[config.mk]
export PLATFORM = sky130hd
export DESIGN_NAME = alu_seq_n_bits
export DESIGN_NICKNAME = d
export VERILOG_FILES = /design/src/rtl/alu_seq_pkg.sv /design/src/rtl/alu_iter_muldiv.sv /design/src/rtl/alu_seq_n_bits.sv
export SDC_FILE = /design/constraint.sdc
export NUM_CORES = 1
export LEC_CHECK = 0
export CAP_MARGIN = 20
export CORE_AREA = 2 2 82 84
export CTS_CLUSTER_DIAMETER = 120
export DETAILED_ROUTE_END_ITERATION = 8
export DIE_AREA = 0 0 84 86
export PLACE_DENSITY = 0.61
export SLEW_MARGIN = 20
export SYNTH_ARGS = -nofsm -noshare
export SYNTH_HDL_FRONTEND = slang
export SYNTH_HIERARCHICAL = 1
export SYNTH_SLANG_ARGS = --single-unit
[constraint.sdc]
create_clock -name clk -period 3.34 [get_ports clk]
set_clock_uncertainty 0.15 [all_clocks]
set_input_delay 0.334 -clock clk [delete_from_list [all_inputs] [get_ports clk]]
set_output_delay 0.334 -clock clk [all_outputs]
set_load 0.02 [all_outputs]
[src/rtl/alu_seq_pkg.sv]
// Shared types for the sequential N-bit ALU: op codes, FSM states, engine modes.
// ALU_SEQ_MUL_EN selects whether op 8 is the iterative multiplier or a PASS alias.
package alu_seq_pkg;

    typedef enum logic [3:0] {
        OP_ADD  = 4'd0,
        OP_SUB  = 4'd1,
        OP_AND  = 4'd2,
        OP_OR   = 4'd3,
        OP_XOR  = 4'd4,
        OP_LSR  = 4'd5,
        OP_LSL  = 4'd6,
        OP_MOD  = 4'd7,
`ifdef ALU_SEQ_MUL_EN
        OP_MUL  = 4'd8,
`else
        OP_PASS = 4'd8,
`endif
        OP_DIV  = 4'd9
    } alu_op_e;

    typedef enum logic [1:0] {
        IDLE = 2'd0,
        EXEC = 2'd1,
        DONE = 2'd2
    } alu_state_e;

    localparam logic MODE_DIV = 1'b0;
    localparam logic MODE_MUL = 1'b1;

    // Ops that run on the bit-serial engine instead of completing at accept.
    function automatic logic is_iter(input logic [3:0] op);
        logic r;
        r = (op == OP_MOD) || (op == OP_DIV);
`ifdef ALU_SEQ_MUL_EN
        r = r || (op == OP_MUL);
`endif
        return r;
    endfunction

endpackage

[src/rtl/alu_iter_muldiv.sv]
// Bit-serial unsigned engine: restoring divider and (with ALU_SEQ_MUL_EN) shift-add
// multiplier sharing one hi/lo register pair. Outputs expose the post-step values.
module alu_iter_muldiv
    import alu_seq_pkg::*;
#(
    parameter int N = 4
) (
    input  logic         clk,
    input  logic         rst_n,
    input  logic         start,
    input  logic         mode,
    input  logic [N-1:0] a,
    input  logic [N-1:0] b,
    output logic         done,
    output logic [N-1:0] quo_lo,
    output logic [N-1:0] rem_hi,
    output logic         div0
);

    localparam int CW = (N > 2) ? $clog2(N) : 1;

    logic [N-1:0]  hi_q, hi_d;
    logic [N-1:0]  lo_q, lo_d;
    logic [N-1:0]  b_q, b_d;
    logic [CW-1:0] cnt_q, cnt_d;
    logic          busy_q, busy_d;

    logic [N-1:0]  hi_step, lo_step;
    logic [N:0]    rem_sh;
    logic [N+1:0]  diff;
    logic          unused_diff_bit;

`ifdef ALU_SEQ_MUL_EN
    logic          mode_q, mode_d;
    logic [N:0]    mac;
`else
    logic          unused_mode;
    assign unused_mode = mode;
`endif

    assign unused_diff_bit = diff[N];

    // One iteration of whichever algorithm is in flight.
    always_comb begin
        rem_sh  = {hi_q, lo_q[N-1]};
        diff    = {1'b0, rem_sh} - {2'b00, b_q};
        // A successful trial subtraction leaves a remainder below b, so N bits suffice.
        hi_step = diff[N+1] ? rem_sh[N-1:0] : diff[N-1:0];
        lo_step = {lo_q[N-2:0], ~diff[N+1]};
`ifdef ALU_SEQ_MUL_EN
        mac = {1'b0, hi_q} + (lo_q[0] ? {1'b0, b_q} : {(N+1){1'b0}});
        if (mode_q == MODE_MUL) begin
            hi_step = mac[N:1];
            lo_step = {mac[0], lo_q[N-1:1]};
        end
`endif
    end

    assign done   = busy_q && (cnt_q == '0);
    assign quo_lo = lo_step;
    assign rem_hi = hi_step;
    assign div0   = (b_q == '0);

    always_comb begin
        hi_d   = hi_q;
        lo_d   = lo_q;
        b_d    = b_q;
        cnt_d  = cnt_q;
        busy_d = busy_q;
`ifdef ALU_SEQ_MUL_EN
        mode_d = mode_q;
`endif
        if (start) begin
            hi_d   = '0;
            lo_d   = a;
            b_d    = b;
            cnt_d  = CW'(N - 1);
            busy_d = 1'b1;
`ifdef ALU_SEQ_MUL_EN
            mode_d = mode;
`endif
        end else if (busy_q) begin
            hi_d   = hi_step;
            lo_d   = lo_step;
            cnt_d  = done ? '0 : cnt_q - CW'(1);
            busy_d = ~done;
        end
    end

    always_ff @(posedge clk or negedge rst_n) begin
        if (!rst_n) begin
            hi_q   <= '0;
            lo_q   <= '0;
            b_q    <= '0;
            cnt_q  <= '0;
            busy_q <= 1'b0;
`ifdef ALU_SEQ_MUL_EN
            mode_q <= MODE_DIV;
`endif
        end else begin
            hi_q   <= hi_d;
            lo_q   <= lo_d;
            b_q    <= b_d;
            cnt_q  <= cnt_d;
            busy_q <= busy_d;
`ifdef ALU_SEQ_MUL_EN
            mode_q <= mode_d;
`endif
        end
    end

endmodule

[src/rtl/alu_seq_n_bits.sv]
// Clocked N-bit ALU with valid/ready handshake, registered result and flags.
// ALU_SEQ_MUL_EN builds op 8 as an iterative multiplier; otherwise op 8 is PASS.
module alu_seq_n_bits
    import alu_seq_pkg::*;
#(
    parameter int N = 4
) (
    input  logic         clk,
    input  logic         rst_n,
    input  logic         in_valid,
    output logic         in_ready,
    input  logic [N-1:0] a,
    input  logic [N-1:0] b,
    input  logic [3:0]   control,
    output logic         out_valid,
    output logic [N-1:0] result,
    output logic [N-1:0] result_hi,
    output logic         v,
    output logic         c,
    output logic         n,
    output logic         z,
    output logic         div0
);

    localparam logic [N:0] N_LIM = (N + 1)'(N);

    alu_state_e   state_q, state_d;
    logic [3:0]   op_q, op_d;
    logic [N-1:0] result_q, result_d;
    logic [N-1:0] result_hi_q, result_hi_d;
    logic         v_q, v_d, c_q, c_d, n_q, n_d, z_q, z_d, div0_q, div0_d;

    logic         accept;
    logic         eng_start, eng_mode, eng_done, eng_div0;
    logic [N-1:0] eng_quo_lo, eng_rem_hi;

    logic [N-1:0] b_eff;
    logic [N:0]   sum;
    logic         shift_big;
    logic [N-1:0] sc_res;
    logic         sc_c, sc_v;

    logic [N-1:0] it_res, it_hi;
    logic         it_c, it_v, it_div0;

    assign accept    = in_valid && (state_q == IDLE);
    assign eng_start = accept && is_iter(control);
`ifdef ALU_SEQ_MUL_EN
    assign eng_mode  = (control == OP_MUL) ? MODE_MUL : MODE_DIV;
`else
    assign eng_mode  = MODE_DIV;
`endif

    alu_iter_muldiv #(.N(N)) u_engine (
        .clk    (clk),
        .rst_n  (rst_n),
        .start  (eng_start),
        .mode   (eng_mode),
        .a      (a),
        .b      (b),
        .done   (eng_done),
        .quo_lo (eng_quo_lo),
        .rem_hi (eng_rem_hi),
        .div0   (eng_div0)
    );

    // Single-cycle datapath; SUB reuses the adder as a + ~b + 1.
    always_comb begin
        b_eff     = control[0] ? ~b : b;
        sum       = {1'b0, a} + {1'b0, b_eff} + {{N{1'b0}}, control[0]};
        shift_big = ({1'b0, b} >= N_LIM);
        sc_res    = a;
        sc_c      = 1'b0;
        sc_v      = 1'b0;
        case (control)
            OP_ADD, OP_SUB: begin
                sc_res = sum[N-1:0];
                sc_c   = sum[N];
                sc_v   = (a[N-1] == b_eff[N-1]) && (sum[N-1] != a[N-1]);
            end
            OP_AND:  sc_res = a & b;
            OP_OR:   sc_res = a | b;
            OP_XOR:  sc_res = a ^ b;
            OP_LSR:  sc_res = shift_big ? '0 : (a >> b);
            OP_LSL:  sc_res = shift_big ? '0 : (a << b);
            default: sc_res = a;
        endcase
    end

    // Completion values for the engine ops, selected by the captured op.
    always_comb begin
        it_res  = (op_q == OP_MOD) ? eng_rem_hi : eng_quo_lo;
        it_hi   = '0;
        it_c    = 1'b0;
        it_v    = eng_div0;
        it_div0 = eng_div0;
`ifdef ALU_SEQ_MUL_EN
        if (op_q == OP_MUL) begin
            it_hi   = eng_rem_hi;
            it_c    = |eng_rem_hi;
            it_v    = |eng_rem_hi;
            it_div0 = 1'b0;
        end
`endif
    end

    always_comb begin
        state_d     = state_q;
        op_d        = op_q;
        result_d    = result_q;
        result_hi_d = result_hi_q;
        v_d         = v_q;
        c_d         = c_q;
        n_d         = n_q;
        z_d         = z_q;
        div0_d      = div0_q;
        case (state_q)
            IDLE: begin
                if (in_valid) begin
                    op_d = control;
                    if (is_iter(control)) begin
                        state_d = EXEC;
                    end else begin
                        state_d     = DONE;
                        result_d    = sc_res;
                        result_hi_d = '0;
                        v_d         = sc_v;
                        c_d         = sc_c;
                        n_d         = sc_res[N-1];
                        z_d         = (sc_res == '0);
                        div0_d      = 1'b0;
                    end
                end
            end
            EXEC: begin
                if (eng_done) begin
                    state_d     = DONE;
                    result_d    = it_res;
                    result_hi_d = it_hi;
                    v_d         = it_v;
                    c_d         = it_c;
                    n_d         = it_res[N-1];
                    z_d         = (it_res == '0);
                    div0_d      = it_div0;
                end
            end
            DONE:    state_d = IDLE;
            default: state_d = IDLE;
        endcase
    end

    always_ff @(posedge clk or negedge rst_n) begin
        if (!rst_n) begin
            state_q     <= IDLE;
            op_q        <= '0;
            result_q    <= '0;
            result_hi_q <= '0;
            v_q         <= 1'b0;
            c_q         <= 1'b0;
            n_q         <= 1'b0;
            z_q         <= 1'b0;
            div0_q      <= 1'b0;
        end else begin
            state_q     <= state_d;
            op_q        <= op_d;
            result_q    <= result_d;
            result_hi_q <= result_hi_d;
            v_q         <= v_d;
            c_q         <= c_d;
            n_q         <= n_d;
            z_q         <= z_d;
            div0_q      <= div0_d;
        end
    end

    assign in_ready  = (state_q == IDLE);
    assign out_valid = (state_q == DONE);
    assign result    = result_q;
    assign result_hi = result_hi_q;
    assign v         = v_q;
    assign c         = c_q;
    assign n         = n_q;
    assign z         = z_q;
    assign div0      = div0_q;

endmodule

; After elaboration in Yosys (flattened, before gate mapping)
; Cells that the tools add are included.
[classes]
bitwise_logic = 6
eq_ne = 16
order_cmp = 1
shift = 2
n_addsub = 4
reduce_logical = 17
mux = 48
[ops]
columns = op, count
row1 = 2-to-1 mux 4 bit, 15
row2 = one-hot mux 4 bit (6 select lines), 1
row3 = equality test 4 x 3 -> 1 bit (second input constant), 5
row4 = 2-to-1 mux 1 bit, 18
row5 = logical NOT 4 bit, 4
row6 = one-hot mux 4 bit (2 select lines), 2
row7 = 2-to-1 mux 2 bit, 6
row8 = one-hot mux 1 bit (2 select lines), 5
row9 = equality test 4 x 2 -> 1 bit (second input constant), 2
row10 = subtractor 5 x 4 -> 6 bit, 1
row11 = adder 4 x 4 -> 5 bit, 1
row12 = adder 5 x 1 -> 5 bit, 1
row13 = bitwise AND 4 bit, 1
row14 = equality test 4 x 1 -> 1 bit (second input constant), 1
row15 = equality test 4 bit (second input constant), 1
row16 = greater-or-equal comparator 4 x 3 -> 1 bit (second input constant), 1
row17 = logical AND 1 bit, 4
row18 = logical NOT 2 bit, 2
row19 = != test 2 bit (second input constant), 2
row20 = NOT 4 bit, 1
row21 = OR 4 bit, 1
row22 = one-hot mux 2 bit (2 select lines), 1
row23 = AND reduction 2 bit, 2
row24 = AND reduction 4 bit, 1
row25 = 13 further kinds, 15
[totals]
out_inout_bits = 15
wordCells = 108
regBits = 34
inputBits = 15

; Logic depth before layout (Yosys ltp)
; Gate-level depths: netlist of the first run.
[logic_depth]
word_depth = 10
depth_mapped = 12
ltp_nobuf = 12

; Modules after synthesis
; Netlist of the first run, hierarchy kept.
[by_module_without_submodules]
columns = mod, area_per_inst_um2, n_inst, seq_area_each_um2, cells_each
row1 = alu_seq_n_bits, 1576.5, 1, 350.3, 185
row2 = alu_iter_muldiv, 889.6, 1, 375.4, 91

; Worst setup path before layout of the first run
; Ideal clock, no wire load.
[synth_path]
path_kind = input-to-reg
start = in control[0]
end = reg z_q (netlist: z)
cell_stages = 10
setup_time_ps = 104
path_buffers = 2
required_ps = 3086
setup_slack_ps = 774
t_arrival_ps = 2313
cell_sequence = buf_4 -> buf_6 -> xor2_1 -> fa_1 -> nor2_1 -> a311oi_1 -> a2111oi_2 -> o211ai_1 -> or2_0 -> o41ai_2
[synth_via]
elab_chain_len = 8
word_cells_on_any_way = 21
classes_between = add/sub (2) / eq/ne (9) / mux (5) / reduce/logical (5)
[synth_lines]
columns = element, line
row1 = from (decl), alu_seq_n_bits.sv:14  ; input logic [3:0] control,
row2 = 2-to-1 mux 4 bit, alu_seq_n_bits.sv:69  ; b_eff = control[0] ? ~b : b;
row3 = adder 4 x 4 -> 5 bit, alu_seq_n_bits.sv:70  ; sum = {1'b0, a} + {1'b0, b_eff} + {{N{1'b0}}, control[0]};
row4 = adder 5 x 1 -> 5 bit, alu_seq_n_bits.sv:70
row5 = one-hot mux 4 bit (6 select lines), alu_seq_n_bits.sv:75  ; case (control)
row6 = logical NOT 4 bit, alu_seq_n_bits.sv:130  ; z_d = (sc_res == '0);
row7 = 2-to-1 mux 1 bit, alu_seq_n_bits.sv:121  ; if (is_iter(control)) begin
row8 = 2-to-1 mux 1 bit, alu_seq_n_bits.sv:119  ; if (in_valid) begin
row9 = one-hot mux 1 bit (2 select lines), alu_seq_n_bits.sv:117  ; case (state_q)
row10 = to (signal assigned), alu_seq_n_bits.sv:171  ; z_q <= z_d;
row11 = to (decl), alu_seq_n_bits.sv:31  ; logic v_q, v_d, c_q, c_d, n_q, n_d, z_q, z_d, div0_q, div0_d;
; Parallel ways exist; a longest one is shown, timed or not. The select of a mux whose other input is x is not followed.
; A chain may end at the register's enable or synchronous reset.

; Worst setup path after layout of the first run
; Ends and elaborated chain as after synthesis.

==> run metrics, run 1 <==
H-tree depth=2; Period Utilization, post-route=0.835; CTS buffer count=5; vias in the first global route=1975; Rows=29; post-DP HPWL=4530 µm; initial drt markers=97; largest area contributor in the netlist=dfrtp_1; post-CTS setup buffer count=0; fraction of layout cells with a size suffix above 1=0.123; PortBufs=25; largest net degree at the start of global routing=30; Reg clk slew, reported paths=60 ps; worst path arrival time=around 2800 ps; peak supply drop=around 0.00029 V; critical path's top delay family=compound AO/OA/AOI/OAI gates; Post-synth EDFFs=0; Min-Delay Path Class=in -> async; slowest stage delay, CP=around 540 ps; total track usage=0.174; # Max-Cap Violations=0; post-CTS sizing=0; CP Class=in -> reg; Total Wirelength=around 6000 µm; Required @ worst endpoint=around 3400 ps; count of final hold-check violations=0; post-synth top area share=0.294; Initial Util=0.393; Final GP Congestion=approximately 0.89; Die W=84 µm; fin util=0.453; Yosys warning count=6; first-pass GRT wire length=10000 µm; Slew HR=0.499; Worst Path Buf+Inv=2; mean post-synth cell area=8.94 µm²; Yosys cell types=66; Synth Area in Adders=0.102; clock period minus worst slack=2790 ps; diode count=0; Seq cells post-synth=29; top cells by count, synth=dfrtp_1 (29), nand2_1 (28), inv_1 (18); vias per std cell=5.64; drt drc=0; hold_buf cts=0; Area contributors post-synth=dfrtp_1 (29%), ha_1 (8.6%), nand2_1 (4.3%); Boundary Pins=30; initial antenna violation count=0; Power per Cell Area=about 610 mW/mm²; vias after detailed routing=2128; count leader, synth=dfrtp_1; XOR/XNOR Fraction of Synth Area=0.0249; total power draw=1740 µW; WL/cell=between 15 and 20 µm; Antenna Nets Post-Route=0; Post-Syn Area=0.00247 mm²; Die H=86 µm; CP max-delay cell=clkdlybuf4s50_1; Final Setup Violations=0; leak pwr=around 0.0012 µW; Post-DP Area=0.00274 mm²; mux cell area share after synthesis=0.0761; final setup TNS=0 ps; clk sinks=29; Worst-Margin Slew=744 ps; area fraction in compound gates after synthesis=0.204; clock tree buffer depth=2; DRT Pass-1 Iters=4; Setup crit end kind=flop; Multi-input gate area=around 0.0015 mm²; critical path, cell by cell=clkdlybuf4s50_1, buf_4, xor2_1, ha_1, a21o_1, a31oi_4, xnor2_1, a211oi_1, a22oi_1, o41ai_2; register area=~730 µm²; Main synth FF type=dfrtp_1; core area=approximately 0.0063 mm²; die area=0.00722 mm²; fin nets=333; Syn Inst Count=between 200 and 300; largest family of logic cells by synthesized area=simple AND/OR/NAND/NOR gates; Post-Synth Simple-Gate Area=0.209; final instance area=about 0.0028 mm²; RSZ-0062 raised after global routing=false; final slew viol count=0; maximum fanout along the worst path=23; Clk Tree Root Cell=clkbuf_8; status=complete, no violations; gr ovfl total=0; CTS tree=done; crit start category=primary input; Fmax=359 MHz; post-synthesis sequential area ratio=0.294; Area Growth Syn to Fin=15.2%; fraction of registers with async set or reset after synthesis=1.00; # fillers=between 600 and 700; Clk Latency, worst-skew pair=290 ps
==> layout make-up <==
type | count | share of cell area
clock buffer | 7 | 0.0339
clock inverter | 1 | 0.00176
inverter | 21 | 0.0277
multi-input combinational | 210 | 0.541
sequential | 29 | 0.255
tap | 77 | 0.0339
timing repair buffer | 32 | 0.107
==> path summary, 6_finish.rpt <==
kind | startpoint | endpoint | slack (ps) | cells past startpoint
min in group clk | result[1] | result[1] | 320 | 2
worst min register to register | result[1] | result[1] | 320 | 2
max in group asynchronous | rst_n | v | 2480 | 2
worst max-delay path | control[0] | z | 550 | 10
worst min-delay path | rst_n | u_engine/hi_q[3] | 280 | 2
worst max register to register | u_engine/hi_q[0] | result[2] | 570 | 10
==> layer usage <==
metal / GRT usage / vias to the layer above / part of all wire
li1: - / 1026 / -
met1: 0.247 / 1010 / 0.49
met2: 0.261 / 76 / 0.43
met3: 0.0318 / 16 / 0.054
met4: 0.0748 / 0 / 0.027
met5: 0 / - / 0
==> flip-flops by register name, indices dropped and copies added, names as in the netlist <==
signal           cells
u_engine/busy_q      1
u_engine/hi_q        4
z                    1
result               4
v                    1
u_engine/lo_q        4
u_engine/b_q         4
u_engine/cnt_q       2
c                    1
div0                 1
op_q                 4
state_q              2
==> metrics by stage <==
| step | instances | hold slack, ps | worst slack (ps) |
|---|---|---|---|
| floorplan | 279 | -112 | 774 |
| global placement | 369 | 299 | 286 |
| detailed placement | 369 | 317 | 278 |
| CTS | 377 | 290 | 568 |
| global route | 377 | 307 | 422 |
| finish | 377 | 278 | 552 |
==> cell families after synthesis <==
group           count (synthesis)
compound gates                 68
xor+xnor                        7
fa+ha+maj                      19
buf+inv                        40
flops                          29
mux                            17
other cells                     1
simple gates                   95
==> where the power goes <==
group / switching, µW / internal (µW) / leakage (µW) / total, µW
logic: 447 / 393 / 0.000831 / 840
clock network: 140 / 186 / 0.0000542 / 326
registers: 102 / 471 / 0.000361 / 572
total: 688 / 1050 / 0.00125 / 1740
==> cell usage in the layout, fill, tap and decap left out, types with 7 or more instances in the layout <==
cell and count:
inv_1 18, clkdlybuf4s50_1 25, nand2_1 28, buf_4 7, dfrtp_1 29, mux2i_1 9, a21oi_1 9, clkbuf_8 7
ha_1 17, nor2_1 17, o21ai_0 16
Note: power is estimated with default switching activity, not from simulation.
==> inputs of run 2 (changes only) <==
Settings changed: PLACE_DENSITY 0.61 to 0.64.
Clock period 3.34 ns to 2.3 ns, I/O delays scaled along.
==> run 2 against run 1 <==
Effect of this change:
- the flow now finishes with violations (negative setup slack)
- design area is 17% higher
- non-clock buffer count is 62 higher
- via count is 8.6% higher
- first-iteration DRC count is 15% higher
- setup slack worse by 730 ps
- clock power is 30% higher
- clock-buffer cell count stayed put
- core utilization is 7.9 points higher
- combinational power is 99% higher
- sequential share of layout area is 3.8 points lower
- hold slack worse by 100 ps
- final cell count is 16% higher
- critical path type is now reg -> reg
- critical endpoint is now result[2]
==> run metrics, run 2 (synthesized netlist as in run 1, its figures left out) <==
Final WS setup=-174 ps; vias after detailed routing=2310; peak supply drop=0.000422 V; maximum fanout along the worst path=3; Clk Latency, worst-skew pair=280 ps; Min-Delay Path Class=in -> async; hold_buf cts=0; fin nets=395; Place WS=-705 ps; fin util=0.532; # Max-Cap Violations=0; # fillers=589; crit start category=flop; clk sinks=29; worst path arrival time=2490 ps; PortBufs=25; Power per Cell Area=between 800 and 900 mW/mm²; CTS buffer count=5; count of final hold-check violations=0; Die H=about 86 µm; vias in the first global route=approximately 2300; commonest cells after routing, fill and taps aside=buf_4 (68), dfrtp_1 (29), nand2_1 (28), clkdlybuf4s50_1 (20); R2R cell count=10; final slew viol count=0; RSZ-0062 raised after global routing=true; Setup crit end kind=flop; Antenna Nets Post-Route=0; core area=0.00628 mm²; met2 global-route usage=0.315; fin cells=438; leak pwr=0.00155 µW; Fmax=404 MHz; CP max-delay cell=dfrtp_1; H-tree depth=2; Rows=29; Worst Path Buf+Inv=1; initial drt markers=112; Worst-Margin Slew=between 500 and 600 ps; Boundary Pins=30; post-DP HPWL=between 5000 and 6000 µm; register-to-register setup slack=-170 ps; GR Util met1=0.264; Initial Util=0.393; Final GP Congestion=just under 1; Critical R2R Launch=u_engine/hi_q[0]; Clk Tree Root Cell=clkbuf_8; Required @ worst endpoint=2310 ps; Final Setup Violations=5; critical path's top delay family=compound AO/OA/AOI/OAI gates; critical path, cell by cell=ha_1, nor2b_4, o31a_4, nor3_4, inv_2, mux2_4, mux2i_4, nor2_1, a311oi_2, nor2_1; first-pass GRT wire length=11200 µm; gr ovfl total=0; R2R Path End=result[2]; register area=726 µm²; CTS tree=done; Area Growth Syn to Fin=35.4%; vias per std cell=around 5.3; status=complete, but fails checks; Multi-input gate area=0.00159 mm²; CP Class=reg -> reg; Period Utilization, post-route=1.08; Int Pwr=1820 µW; violated checks=negative setup slack; diode count=0; Die W=84 µm; Slew HR=0.647; drt drc=0; clock power share=0.146; slowest stage delay, CP=380 ps; DRT Pass-1 Iters=4; Inst Count DP=429; largest net degree at the start of global routing=30; Sw Share=0.373; Sequential Power Share=0.280; WL/cell=15.1 µm; switching pwr=between 1000 and 1500 µW; clock tree buffer depth=2; die area=0.00722 mm²; Total Wirelength=6620 µm; fraction of layout cells with a size suffix above 1=0.299; Most Crowded Layer GR=met2; commonest non-fill, non-tap cell in the layout=buf_4; initial antenna violation count=0; total track usage=0.195; Top cell by count, worst path=nor2_1; combinational power share=0.574; Reg clk slew, reported paths=approximately 70 ps; clock period minus worst slack=2470 ps; Global Route met3 Usage=0.0337
## run 2: layout make-up
class / count / share of cell area
Sequential cell: 29 / 0.217
Tap cell: 77 / 0.0289
Inverter: 21 / 0.0236
Multi-Input combinational cell: 210 / 0.475
Clock buffer: 7 / 0.0259
Timing Repair Buffer: 94 / 0.229
## run 2: power groups by stage
stage	clock network (µW)	registers [µW]	logic [µW]
final	423	811	1670
after global routing	461	839	1820
after CTS	433	807	1590
after detailed placement	0	814	1550
after global placement	0	807	1530
after floorplan	0	841	911
## run 2: worst reg2reg max path, cell delays in order, from the launching register on
cell	delay, ps
dfrtp_1	380
ha_1	290
nor2b_4	130
o31a_4	290
nor3_4	230
inv_2	60
mux2_4	310
mux2i_4	170
nor2_1	70
a311oi_2	210
nor2_1	60
## run 2: through the flow
step	area [µm²]	power (µW)	hold WS [ps]	setup TNS (ps)
6_report	3340	2900	174	-590
5_1_grt	3340	3120	228	-1230
4_1_cts	3300	2830	193	-439
3_5_place_dp	3210	2370	311	-4530
3_3_place_gp	3210	2330	304	-3960
2_1_floorplan	2490	1750	-216	-263
## run 2: per-layer routing
layer	vias up	share of wire
li1	1149	-
met1	1094	0.46
met2	55	0.48
met3	12	0.037
met4	0	0.019
met5	-	0
## run 2: how the worst max path moves through the flow
stage / startpoint / depth (start not counted) / end
2_1_floorplan: u_engine/hi_q[0] / 10 / result[2]
3_3_place_gp: control[0] / 9 / z
3_5_place_dp: control[0] / 9 / z
4_1_cts: u_engine/hi_q[0] / 10 / result[2]
5_1_grt: u_engine/hi_q[0] / 10 / z
6_report: u_engine/hi_q[0] / 10 / result[2]
## run 2: what timing repair did
| item | CTS | global route |
|---|---|---|
| setup endpoints to repair | 7 | 6 |
| setup buffers | 0 | 2 |
| resized for setup | 15 | 5 |
| pin swaps | 7 | 3 |
